<file path="config.mk">
export PLATFORM = sky130hd
export DESIGN_NAME = cpu_subsys_bus_bridge
export DESIGN_NICKNAME = d
export VERILOG_FILES = /design/src/rtl/cpu_subsys_bus_bridge.sv
export SDC_FILE = /design/constraint.sdc
export NUM_CORES = 1
export LEC_CHECK = 0
export CORE_MARGIN = 2
export CORE_UTILIZATION = 48
export DETAILED_ROUTE_END_ITERATION = 6
export GPL_ROUTABILITY_DRIVEN = 0
export GPL_TIMING_DRIVEN = 0
export PLACE_DENSITY = 0.91
export SLEW_MARGIN = 5
export SYNTH_ARGS = -nofsm -noshare
export SYNTH_HDL_FRONTEND = slang
export SYNTH_SLANG_ARGS = --single-unit
export TNS_END_PERCENT = 1
</file>
<file path="constraint.sdc">
create_clock -name sys_clk -period 14.1 [get_ports sys_clk]
set_input_delay 1.41 -clock sys_clk [delete_from_list [all_inputs] [get_ports sys_clk]]
set_output_delay 1.41 -clock sys_clk [all_outputs]
set_load 0.005 [all_outputs]
</file>
<file path="src/rtl/cpu_subsys_bus_bridge.sv">
// Data-side host bridge: Ibex req/gnt/rvalid port to NUM_TGT valid/ready target ports.
// Base/mask window decode, per-target read-only protection, and a bounded access timeout.
module cpu_subsys_bus_bridge #(
    parameter int unsigned               NUM_TGT  = 3,
    parameter int unsigned               TGT_AW   = 30,
    parameter logic [NUM_TGT*32-1:0]     TGT_BASE = {32'h8000_0000, 32'h1000_0000, 32'h0000_0000},
    parameter logic [NUM_TGT*32-1:0]     TGT_MASK = {32'h7FFF_FFFF, 32'h0000_FFFF, 32'h0000_FFFF},
    parameter logic [NUM_TGT-1:0]        TGT_RO   = 3'b001,
    parameter int unsigned               TIMEOUT  = 255
) (
    input  logic                    sys_clk,
    input  logic                    rst,
    input  logic                    cpu_data_req_i,
    output logic                    cpu_data_gnt_o,
    output logic                    cpu_data_rvalid_o,
    input  logic                    cpu_data_we_i,
    input  logic [3:0]              cpu_data_be_i,
    input  logic [31:0]             cpu_data_addr_i,
    input  logic [31:0]             cpu_data_wdata_i,
    output logic [31:0]             cpu_data_rdata_o,
    output logic                    cpu_data_err_o,
    output logic [NUM_TGT-1:0]      tgt_valid_o,
    output logic [TGT_AW-1:0]       tgt_addr_o,
    output logic                    tgt_write_o,
    output logic [31:0]             tgt_wdata_o,
    output logic [3:0]              tgt_wstrb_o,
    input  logic [NUM_TGT*32-1:0]   tgt_rdata_i,
    input  logic [NUM_TGT-1:0]      tgt_ready_i,
    output logic                    err_pulse_o,
    output logic [31:0]             err_addr_o
);

    localparam int unsigned IW = (NUM_TGT > 1) ? $clog2(NUM_TGT) : 1;
    localparam int unsigned CW = (TIMEOUT > 0) ? $clog2(TIMEOUT + 1) : 1;
    localparam logic [CW-1:0] CNT_LAST = (TIMEOUT > 0) ? CW'(TIMEOUT - 1) : '0;

    typedef enum logic [1:0] {StIdle, StAccess, StResp} state_e;

    state_e              state_q;
    logic [31:0]         addr_q;
    logic [IW-1:0]       sel_q;
    logic [CW-1:0]       cnt_q;

    logic                dec_hit;
    logic [IW-1:0]       dec_idx;
    logic [TGT_AW-1:0]   dec_addr;
    logic [NUM_TGT-1:0]  dec_onehot;

    assign cpu_data_gnt_o = (state_q == StIdle) & cpu_data_req_i;

    // Descending scan so the lowest matching index is the one left standing.
    always_comb begin
        dec_hit    = 1'b0;
        dec_idx    = '0;
        dec_addr   = '0;
        dec_onehot = '0;
        for (int i = NUM_TGT - 1; i >= 0; i--) begin
            if ((cpu_data_addr_i & ~TGT_MASK[i*32 +: 32]) ==
                (TGT_BASE[i*32 +: 32] & ~TGT_MASK[i*32 +: 32])) begin
                dec_hit  = 1'b1;
                dec_idx  = IW'(i);
                dec_addr = TGT_AW'((cpu_data_addr_i & TGT_MASK[i*32 +: 32]) >> 2);
            end
        end
        if (dec_hit) begin
            dec_onehot = NUM_TGT'(1) << dec_idx;
        end
    end

    always_ff @(posedge sys_clk or posedge rst) begin
        if (rst) begin
            state_q           <= StIdle;
            addr_q            <= '0;
            sel_q             <= '0;
            cnt_q             <= '0;
            cpu_data_rvalid_o <= 1'b0;
            cpu_data_rdata_o  <= '0;
            cpu_data_err_o    <= 1'b0;
            tgt_valid_o       <= '0;
            tgt_addr_o        <= '0;
            tgt_write_o       <= 1'b0;
            tgt_wdata_o       <= '0;
            tgt_wstrb_o       <= '0;
            err_pulse_o       <= 1'b0;
            err_addr_o        <= '0;
        end else begin
            err_pulse_o <= 1'b0;
            unique case (state_q)
                StIdle: begin
                    if (cpu_data_req_i) begin
                        addr_q      <= cpu_data_addr_i;
                        sel_q       <= dec_idx;
                        cnt_q       <= '0;
                        tgt_addr_o  <= dec_addr;
                        tgt_write_o <= cpu_data_we_i;
                        tgt_wdata_o <= cpu_data_wdata_i;
                        tgt_wstrb_o <= cpu_data_we_i ? cpu_data_be_i : 4'b0000;
                        if (dec_hit && !(cpu_data_we_i && TGT_RO[dec_idx])) begin
                            tgt_valid_o <= dec_onehot;
                            state_q     <= StAccess;
                        end else begin
                            cpu_data_rvalid_o <= 1'b1;
                            cpu_data_err_o    <= 1'b1;
                            cpu_data_rdata_o  <= '0;
                            err_pulse_o       <= 1'b1;
                            err_addr_o        <= cpu_data_addr_i;
                            state_q           <= StResp;
                        end
                    end
                end
                StAccess: begin
                    if (tgt_ready_i[sel_q]) begin
                        tgt_valid_o       <= '0;
                        cpu_data_rvalid_o <= 1'b1;
                        cpu_data_err_o    <= 1'b0;
                        cpu_data_rdata_o  <= tgt_write_o ? 32'h0 : tgt_rdata_i[32*sel_q +: 32];
                        state_q           <= StResp;
                    end else if (TIMEOUT != 0 && cnt_q == CNT_LAST) begin
                        tgt_valid_o       <= '0;
                        cpu_data_rvalid_o <= 1'b1;
                        cpu_data_err_o    <= 1'b1;
                        cpu_data_rdata_o  <= '0;
                        err_pulse_o       <= 1'b1;
                        err_addr_o        <= addr_q;
                        state_q           <= StResp;
                    end else if (cnt_q != {CW{1'b1}}) begin
                        cnt_q <= cnt_q + 1'b1;
                    end
                end
                StResp: begin
                    cpu_data_rvalid_o <= 1'b0;
                    cpu_data_err_o    <= 1'b0;
                    cpu_data_rdata_o  <= '0;
                    state_q           <= StIdle;
                end
                default: begin
                    state_q <= StIdle;
                end
            endcase
        end
    end

endmodule

</file>
==> results of run 1 <==
## layout by cell type, fill, tap and decap left out, types with 4 or more instances in the layout
cell / netlist / layout
a21oi_1: 7 / 7
a22o_1: 14 / 14
buf_2: 6 / 6
clkbuf_1: 44 / 45
clkbuf_16: 0 / 17
clkdlybuf4s50_1: 0 / 307
dfrtp_1: 180 / 180
inv_1: 9 / 8
inv_6: 0 / 4
inv_8: 0 / 4
mux2_2: 6 / 6
mux2_4: 28 / 28
mux2i_1: 33 / 33
nand2_1: 431 / 431
nand2b_1: 4 / 4
nand3_1: 22 / 22
nor2_1: 5 / 5
o21ai_0: 69 / 69
o21ai_1: 10 / 10
or3_1: 6 / 6
## worst min path at each step
| stage | end | start |
|---|---|---|
| 2_1_floorplan | addr_q[0] | addr_q[0] |
| 3_3_place_gp | tgt_addr_o[28] | tgt_addr_o[28] |
| 3_5_place_dp | tgt_addr_o[21] | tgt_addr_o[21] |
| 4_1_cts | tgt_addr_o[21] | tgt_addr_o[21] |
| 5_1_grt | tgt_wdata_o[25] | tgt_wdata_o[25] |
| 6_report | tgt_addr_o[21] | tgt_addr_o[21] |
## stage by stage
step	hold slack (ns)	cell area (um2)	cells	power, mW	utilization, %
after floorplan	0.4455	8295	914	1.151	-
after CTS	0.4708	12280	1479	2.089	71.75
after global placement	0.4496	11650	1446	1.568	68.06
after detailed placement	0.4582	11690	1447	1.600	68.27
after global routing	0.4921	12280	1479	2.201	71.75
final	0.4675	12280	1479	2.083	71.75
## registers in the layout, indices dropped and copies added (netlist names)
register           flops
tgt_addr_o            29
err_pulse_o            1
state_q                2
addr_q                32
cnt_q                  8
cpu_data_rdata_o      32
sel_q                  2
err_addr_o            32
cpu_data_err_o         1
tgt_valid_o            3
tgt_write_o            1
tgt_wdata_o           32
cpu_data_rvalid_o      1
tgt_wstrb_o            4
## layer usage
layer  vias to the layer above  GRT usage [%]
li1                       3627              -
met1                      3771          34.74
met2                       345          49.41
met3                        53          7.782
met4                         0          8.970
met5                         -              0
## critical path, cell delays in order
cell,delay [ns]
clkdlybuf4s50_1,0.55
nand2_1,0.13
inv_1,0.10
clkbuf_1,0.52
clkbuf_1,0.44
clkdlybuf4s50_1,0.70
## power by group
part / switching, mW / total, mW / internal (mW)
logic: 0.351 / 0.808 / 0.457
registers: 0.101 / 0.790 / 0.689
clock network: 0.217 / 0.484 / 0.267
total: 0.669 / 2.08 / 1.41
## area by class of cell
cell class | instances | area, um2 | area share (%)
tap | 225 | 281.5 | 2.292
inverter | 9 | 41.29 | 0.3362
clock buffer | 18 | 429.2 | 3.495
clock inverter | 14 | 166.4 | 1.355
buffer | 61 | 311.5 | 2.537
sequential | 180 | 4504 | 36.68
multi-input combinational | 664 | 3446 | 28.06
timing repair buffer | 308 | 3100 | 25.25
## kinds of logic (layout without fill, tap and decap cells)
kind of cell             count (synthesis)  in the layout  share of synthesized area [%]
adder cells (fa/ha/maj)                  2              2                         0.3016
buffers and inverters                   70            410                          4.163
other                                    1              1                        0.04521
multiplexers                            67             67                          9.864
flip-flops                             180            180                          54.30
AND/OR/NAND/NOR                        484            484                          23.41
AO/OA/AOI/OAI                          110            110                          7.919
==> impl_metrics.json, run 1 <==
{
  "slew_headroom_pct": 46.20,
  "antenna_cells": 0,
  "period_needed_ns": 5.270,
  "synth.top_cell.area_share_pct": 54.30,
  "min_delay_path_depth": 2,
  "num_io_pins": 309,
  "routed.top_layer": "met4",
  "final.setup_skew_ns": 0.01259,
  "synth_edf_count": 0,
  "cts_max_path_buffers": 2,
  "status": "complete, no violations",
  "power_density_nw_per_um2": 169.6,
  "final_nets": 1414,
  "endpoint": "cpu_data_gnt_o",
  "synth_cell_types": 42,
  "drt_iter0_markers": 487,
  "routed-wl-met2_um": 12800,
  "fp.dieArea_um2": 18350,
  "vias": 7796,
  "setup_violations": 0,
  "cts_tree": "built",
  "synth_common_cells": "nand2_1 (431), dfrtp_1 (180), o21ai_0 (69)",
  "period_share_pct": 37.38,
  "drt-total-wl_um": 25450,
  "crit_arrival_ns": 3.86,
  "path_class": "in -> out",
  "htree_levels": 4,
  "r2r_end": "tgt_addr_o[25]",
  "syn_nets": 1087,
  "wl_per_cell_um": 17.21,
  "drive_above_1_share_pct": 7.177,
  "row_count": 48,
  "synth_area_leader_cell": "dfrtp_1",
  "syn_area_um2": 8295,
  "cts_hold_buf": 0,
  "synthCells": 914,
  "hold_path_class": "reg -> reg",
  "die_h_um": 135.5,
  "start_util_pct": 48.46,
  "dr.pass1.iters": 5,
  "vdd_drop_max_mv": 0.1147,
  "dp_worst_setup_slack_ns": 8.853,
  "tightest_slew_ns": 0.8070,
  "ys_warn_count": 0,
  "cts_post_setup_buffers_inserted": 0,
  "synth_area_leaders": "dfrtp_1 (54%), nand2_1 (20%), mux2_4 (5.1%), o21ai_0 (4.2%), mux2i_1 (4.0%)",
  "rr_worst_depth": 8,
  "antenna_found_initial": 0,
  "max_freq_ghz": 0.1898,
  "slew_viol_final": 0,
  "cap_violations": 0,
  "hold_viol": 0,
  "p_leak_nw": 5.875,
  "path_max_fanout": 10,
  "clock_latency_ns": 0.43,
  "groute.usage.overall_pct": 28.50,
  "reg2reg_slack_ns": 11.88,
  "r2r_start": "state_q[0]",
  "setup_tns_ns": 0,
  "hpwl_um": 18920,
  "startpoint_type": "input port",
  "core_um2": 17120,
  "async_reset_ff_share_pct": 100.0,
  "crit_path_start": "cpu_data_req_i",
  "vias_per_cell": 5.271,
  "grt_pass1_wl_um": 40610,
  "port_buffers": 307,
  "m1WireLength_um": 10100,
  "rsz0062_at_grt": "false",
  "root_buffer": "clkbuf_16",
  "grt-ovfl-total": 0,
  "ctsResizeCount": 0,
  "syn_avg_cell_area_um2": 9.076,
  "die_w_um": 135.5,
  "yosysSeqAreaShare_pct": 54.30,
  "crit_path_end_kind": "output pin",
  "drcViolationCount": 0,
  "fillers": 1264,
  "synthFlopType": "dfrtp_1",
  "fin_ws_ns": 8.830,
  "wl_met3_um": 1892,
  "first_global_vias": 7928,
  "ant_nets": 0,
  "yosysMostFrequentCell": "nand2_1",
  "syn_to_final_growth_pct": 48.04,
  "cts_sinks": 180,
  "clk_pin_slew_ns": 0.07,
  "grt_max_degree": 130,
  "synth_seq_cells": 180,
  "cp.required_ns": 12.69,
  "cts_buffers": 17
}
(Power assumes the default switching activity.)
==> run 2: changes to the inputs <==
--- a/config.mk
+++ b/config.mk
@@ -6,11 +6,11 @@
 export NUM_CORES = 1
 export LEC_CHECK = 0
 export CORE_MARGIN = 2
-export CORE_UTILIZATION = 48
+export CORE_UTILIZATION = 40
 export DETAILED_ROUTE_END_ITERATION = 6
 export GPL_ROUTABILITY_DRIVEN = 0
 export GPL_TIMING_DRIVEN = 0
-export PLACE_DENSITY = 0.91
+export PLACE_DENSITY = 0.81
 export SLEW_MARGIN = 5
 export SYNTH_ARGS = -nofsm -noshare
 export SYNTH_HDL_FRONTEND = slang
==> constraint.sdc (replaced) <==
create_clock -name sys_clk -period 4.6 [get_ports sys_clk]
set_input_delay 0.46 -clock sys_clk [delete_from_list [all_inputs] [get_ports sys_clk]]
set_output_delay 0.46 -clock sys_clk [all_outputs]
set_load 0.005 [all_outputs]
==> impl_metrics.json, run 2 (synthesis gave the netlist of run 1 again) <==
{
  "p_leak_nw": 5.892,
  "fillers": 1734,
  "vdd_drop_max_mv": 0.2681,
  "crit_arrival_ns": 2.89,
  "startpoint_type": "flip-flop",
  "vias": 7587,
  "ctsResizeCount": 0,
  "period_share_pct": 72.80,
  "first_global_vias": 7710,
  "grt_pass1_wl_um": 40650,
  "syn_to_final_growth_pct": 49.25,
  "fp.dieArea_um2": 21910,
  "antenna_found_initial": 1,
  "clock_latency_ns": 0.43,
  "cp_slowest_cell": "clkdlybuf4s50_1",
  "core_um2": 20300,
  "drt-total-wl_um": 25260,
  "die_h_um": 148.0,
  "drive_above_1_share_pct": 7.478,
  "cts_hold_buf": 0,
  "cts_buffers": 17,
  "whs_ns": 0.4677,
  "layout_common_cells": "nand2_1 (431), clkdlybuf4s50_1 (307), dfrtp_1 (180), o21ai_0 (69), clkbuf_1 (44)",
  "cap_violations": 0,
  "clk_pin_slew_ns": 0.07,
  "die_w_um": 148.0,
  "slew_viol_final": 0,
  "hpwl_um": 19070,
  "path_max_fanout": 10,
  "drcViolationCount": 0,
  "tightest_slew_ns": 0.7981,
  "hold_viol": 0,
  "dp_cells": 1495,
  "status": "complete, no violations",
  "antenna_cells": 0,
  "final.setup_skew_ns": 0.01462,
  "place_area_um2": 11790,
  "setup_violations": 0,
  "dr.pass1.iters": 5,
  "slowest_delay_ns": 0.68,
  "multi_input_area_um2": 3446,
  "setup_tns_ns": 0,
  "power_density_nw_per_um2": 510.7,
  "wl_per_cell_um": 16.54,
  "path_class": "reg -> out",
  "num_io_pins": 309,
  "cp_num_buf_inv": 5,
  "htree_levels": 4,
  "hold_path_class": "reg -> reg",
  "grt_max_degree": 42,
  "max_freq_ghz": 0.2986,
  "cts_sinks": 180,
  "root_buffer": "clkbuf_16",
  "vias_per_cell": 4.969,
  "cp.required_ns": 4.14,
  "layout.cells.non_filler": 1527,
  "groute.usage.overall_pct": 23.43,
  "final_nets": 1417,
  "cts_max_path_buffers": 2,
  "slew_headroom_pct": 46.80,
  "port_buffers": 307,
  "period_needed_ns": 3.349,
  "start_util_pct": 40.87,
  "ant_nets": 0,
  "row_count": 52,
  "cts_post_setup_buffers_inserted": 0,
  "final_common_cell": "nand2_1",
  "cts_tree": "built",
  "grt-ovfl-total": 0,
  "drt_iter0_markers": 341,
  "seqCellArea_um2": 4504,
  "crit_chain": "buf_4 > nor2_1 > nand2_1 > inv_1 > clkbuf_1 > clkbuf_1 > clkdlybuf4s50_1",
  "final_cell_area_um2": 12380,
  "rsz0062_at_grt": "false",
  "critPathTopFamily": "buffers and inverters",
  "cp_common_cell": "clkbuf_1",
  "crit_path_end_kind": "output pin"
}
==> run 2: changes by cell type in the layout (fill, tap and decap cells not counted), sizes merged <==
cell,change
clkbuf,+2
inv,-6
clkinv,+4
clkinvlp,+1
buf,+3
bufinv,-1
==> run 2: layer usage <==
layer  global-route usage [%]  wire, um
met4                    6.190       466
met5                        0         0
met1                    29.91     10630
met3                    6.667      1697
met2                    39.28     12460
==> run 2: final cells by class <==
type                    count  share of cell area [%]
repair buffers            311                   25.47
multi-input cells         664                   27.83
flip-flops and latches    180                   36.38
plain buffers              61                   2.516
clock buffers              20                   3.770
well taps                 270                   2.729
clock inverters            12                   1.001
inverters                   9                  0.3032
==> run 2: tightest hold or removal path, delay by kind of cell (launching register included) <==
family           cells  cell delay, ns
AND/OR/NAND/NOR      2            0.10
flip-flops           1            0.34
==> run 2: through the flow <==
stage	utilization (%)	total power [mW]	setup WS, ns
finish	60.99	6.323	1.251
global route	60.99	6.723	1.035
CTS	60.99	6.393	1.165
detailed placement	58.08	4.913	1.236
global placement	57.69	4.834	0.3253
floorplan	-	3.528	1.831
==> run 2: worst paths after layout <==
check,slack [ns],depth (start not counted),end,startpoint
max,1.25,7,cpu_data_gnt_o,state_q[0]
min,0.47,2,tgt_addr_o[24],tgt_addr_o[24]
max reg2reg,2.35,7,tgt_addr_o[1],state_q[0]
min reg2reg,0.47,2,tgt_addr_o[24],tgt_addr_o[24]
max in group asynchronous,3.22,4,addr_q[13],rst
min in group asynchronous,0.48,2,cpu_data_rdata_o[23],rst
==> run 2: where the power goes <==
part           total [mW]  internal [mW]  switching (mW)  leakage (nW)
logic                2.46           1.40            1.06          3.31
registers            2.42           2.11           0.307          2.30
clock network        1.44          0.799           0.643         0.286
total                6.32           4.32            2.01          5.89
==> run 3: changes to the inputs <==
--- a/config.mk
+++ b/config.mk
@@ -6,11 +6,11 @@
 export NUM_CORES = 1
 export LEC_CHECK = 0
 export CORE_MARGIN = 2
-export CORE_UTILIZATION = 40
+export CORE_UTILIZATION = 45
 export DETAILED_ROUTE_END_ITERATION = 6
 export GPL_ROUTABILITY_DRIVEN = 0
 export GPL_TIMING_DRIVEN = 0
-export PLACE_DENSITY = 0.81
+export PLACE_DENSITY = 0.86
 export SLEW_MARGIN = 5
 export SYNTH_ARGS = -nofsm -noshare
 export SYNTH_HDL_FRONTEND = slang
==> constraint.sdc (replaced) <==
create_clock -name sys_clk -period 3.15 [get_ports sys_clk]
set_input_delay 0.315 -clock sys_clk [delete_from_list [all_inputs] [get_ports sys_clk]]
set_output_delay 0.315 -clock sys_clk [all_outputs]
set_load 0.005 [all_outputs]
==> impl_metrics.json, run 3 (synthesis gave the netlist of run 1 again) <==
{
  "first_global_vias": 7814,
  "start_util_pct": 46.02,
  "antenna_found_initial": 1,
  "period_share_pct": 91.86,
  "reg2reg_slack_ns": 0.99,
  "pwr-share-comb_pct": 39.2,
  "vias_per_cell": 5.145,
  "cp_num_buf_inv": 4,
  "dp_cells": 1455,
  "rr_worst_depth": 8,
  "r2r_end": "tgt_addr_o[21]",
  "place_area_um2": 11760,
  "critPathTopFamily": "buffers and inverters",
  "dr.pass1.iters": 5,
  "tightest_slew_ns": 0.7519,
  "drcViolationCount": 0,
  "drt-total-wl_um": 25350,
  "drt_iter0_markers": 461,
  "slowest_delay_ns": 0.64,
  "power_density_nw_per_um2": 746.3,
  "path_max_fanout": 11,
  "crit_path_end_kind": "output pin",
  "cts_buffers": 17,
  "die_w_um": 139.8,
  "cts_max_path_buffers": 2,
  "slew_headroom_pct": 49.87,
  "slew_viol_final": 0,
  "cap_violations": 0,
  "path_class": "reg -> out",
  "port_buffers": 307,
  "layout.cells.non_filler": 1487,
  "r2r_start": "state_q[0]",
  "clock_latency_ns": 0.43,
  "grt_pass1_wl_um": 40990,
  "rsz0062_at_grt": "false",
  "max_freq_ghz": 0.3456,
  "num_io_pins": 309,
  "seqCellArea_um2": 4504,
  "power.switching_mw": 3.014,
  "vias": 7650,
  "pwr-share-clk_pct": 22.3,
  "final.setup_skew_ns": 0.01583,
  "layout_common_cells": "nand2_1 (431), clkdlybuf4s50_1 (307), dfrtp_1 (180), o21ai_0 (69), clkbuf_1 (42)",
  "startpoint_type": "flip-flop",
  "vdd_drop_max_mv": 0.4584,
  "p_leak_nw": 5.893,
  "syn_to_final_growth_pct": 48.66,
  "ant_nets": 0,
  "clk_pin_slew_ns": 0.07,
  "drive_above_1_share_pct": 7.637,
  "grt-ovfl-total": 0,
  "wl_per_cell_um": 17.05,
  "hpwl_um": 19140,
  "final_common_cell": "nand2_1",
  "cp.required_ns": 2.83,
  "row_count": 49,
  "whs_ns": 0.2682,
  "final_cell_area_um2": 12330,
  "setup_violations": 0,
  "die_h_um": 139.8,
  "crit_arrival_ns": 2.58,
  "final_nets": 1417,
  "fillers": 1436,
  "htree_levels": 4,
  "multi_input_area_um2": 3446,
  "utilization_pct": 68.42,
  "cts_sinks": 180,
  "crit_chain": "buf_4 > nor2_1 > nand2_1 > inv_1 > clkbuf_2 > clkdlybuf4s50_1",
  "period_needed_ns": 2.894,
  "hold_path_class": "in -> async",
  "cp_slowest_cell": "clkdlybuf4s50_1",
  "pwr-share-seq_pct": 38.5,
  "groute.usage.overall_pct": 26.28,
  "core_um2": 18020,
  "fin_ws_ns": 0.2564,
  "cts_tree": "built",
  "crit_cells": 6,
  "dp_worst_setup_slack_ns": 0.02492,
  "fp.dieArea_um2": 19540,
  "internal-power_mw": 6.189,
  "grt_max_degree": 41,
  "power.share.switching_pct": 32.75,
  "root_buffer": "clkbuf_16",
  "hold_viol": 0,
  "status": "complete, no violations"
}
## run 3: cell types whose count changed in the layout (fill, tap and decap cells not counted), sizes merged
cell    previous run  this run
clkbuf            64        60
inv               10        14
buf               21        22
bufinv             1         0
diode              0         1
## run 3: area by class of cell
class                           instances  share of cell area, %
Tap cell                              229                  2.323
Timing Repair Buffer                  312                  25.73
Clock inverter                         15                  1.197
Clock buffer                           17                  3.450
Multi-Input combinational cell        664                  27.94
Antenna cell                            1                0.02029
Inverter                                9                 0.3044
Buffer                                 60                  2.506
Sequential cell                       180                  36.53
## run 3: what timing repair did
action                     CTS  global route
hold buffers                 0             0
setup endpoints to repair    1             1
buffers inserted             0             0
resized for setup            0             2
## run 3: power by group through the flow
stage / Combinational, mW / Sequential (mW) / Clock [mW]
after floorplan: 1.60 / 3.55 / 0
after global placement: 3.52 / 3.53 / 0
after detailed placement: 3.62 / 3.57 / 0
after CTS: 3.65 / 3.54 / 2.09
after global routing: 3.93 / 3.63 / 2.19
final: 3.61 / 3.54 / 2.05
## run 3: worst max-delay path by stage
stage / start / end / slack (ns)
CTS: state_q[0] / cpu_data_gnt_o / 0.04
floorplan: rst / addr_q[0] / 0.53
global placement: rst / err_addr_o[11] / -0.94
finish: state_q[0] / cpu_data_gnt_o / 0.26
global route: state_q[0] / cpu_data_gnt_o / 0.09
detailed placement: cpu_data_req_i / cpu_data_gnt_o / 0.02
## run 3: metal layers
metal / up-vias / part of all wire, % / track usage (%)
li1: 3636 / - / -
met1: 3715 / 41 / 33.04
met2: 266 / 49 / 43.77
met3: 33 / 7.9 / 8.293
met4: 0 / 2.0 / 7.684
met5: - / 0 / 0
## run 3: through the flow
step	power, mW	setup TNS [ns]
finish	9.203	0
global route	9.755	0
CTS	9.276	0
detailed placement	7.185	0
global placement	7.047	-166.21
floorplan	5.152	0
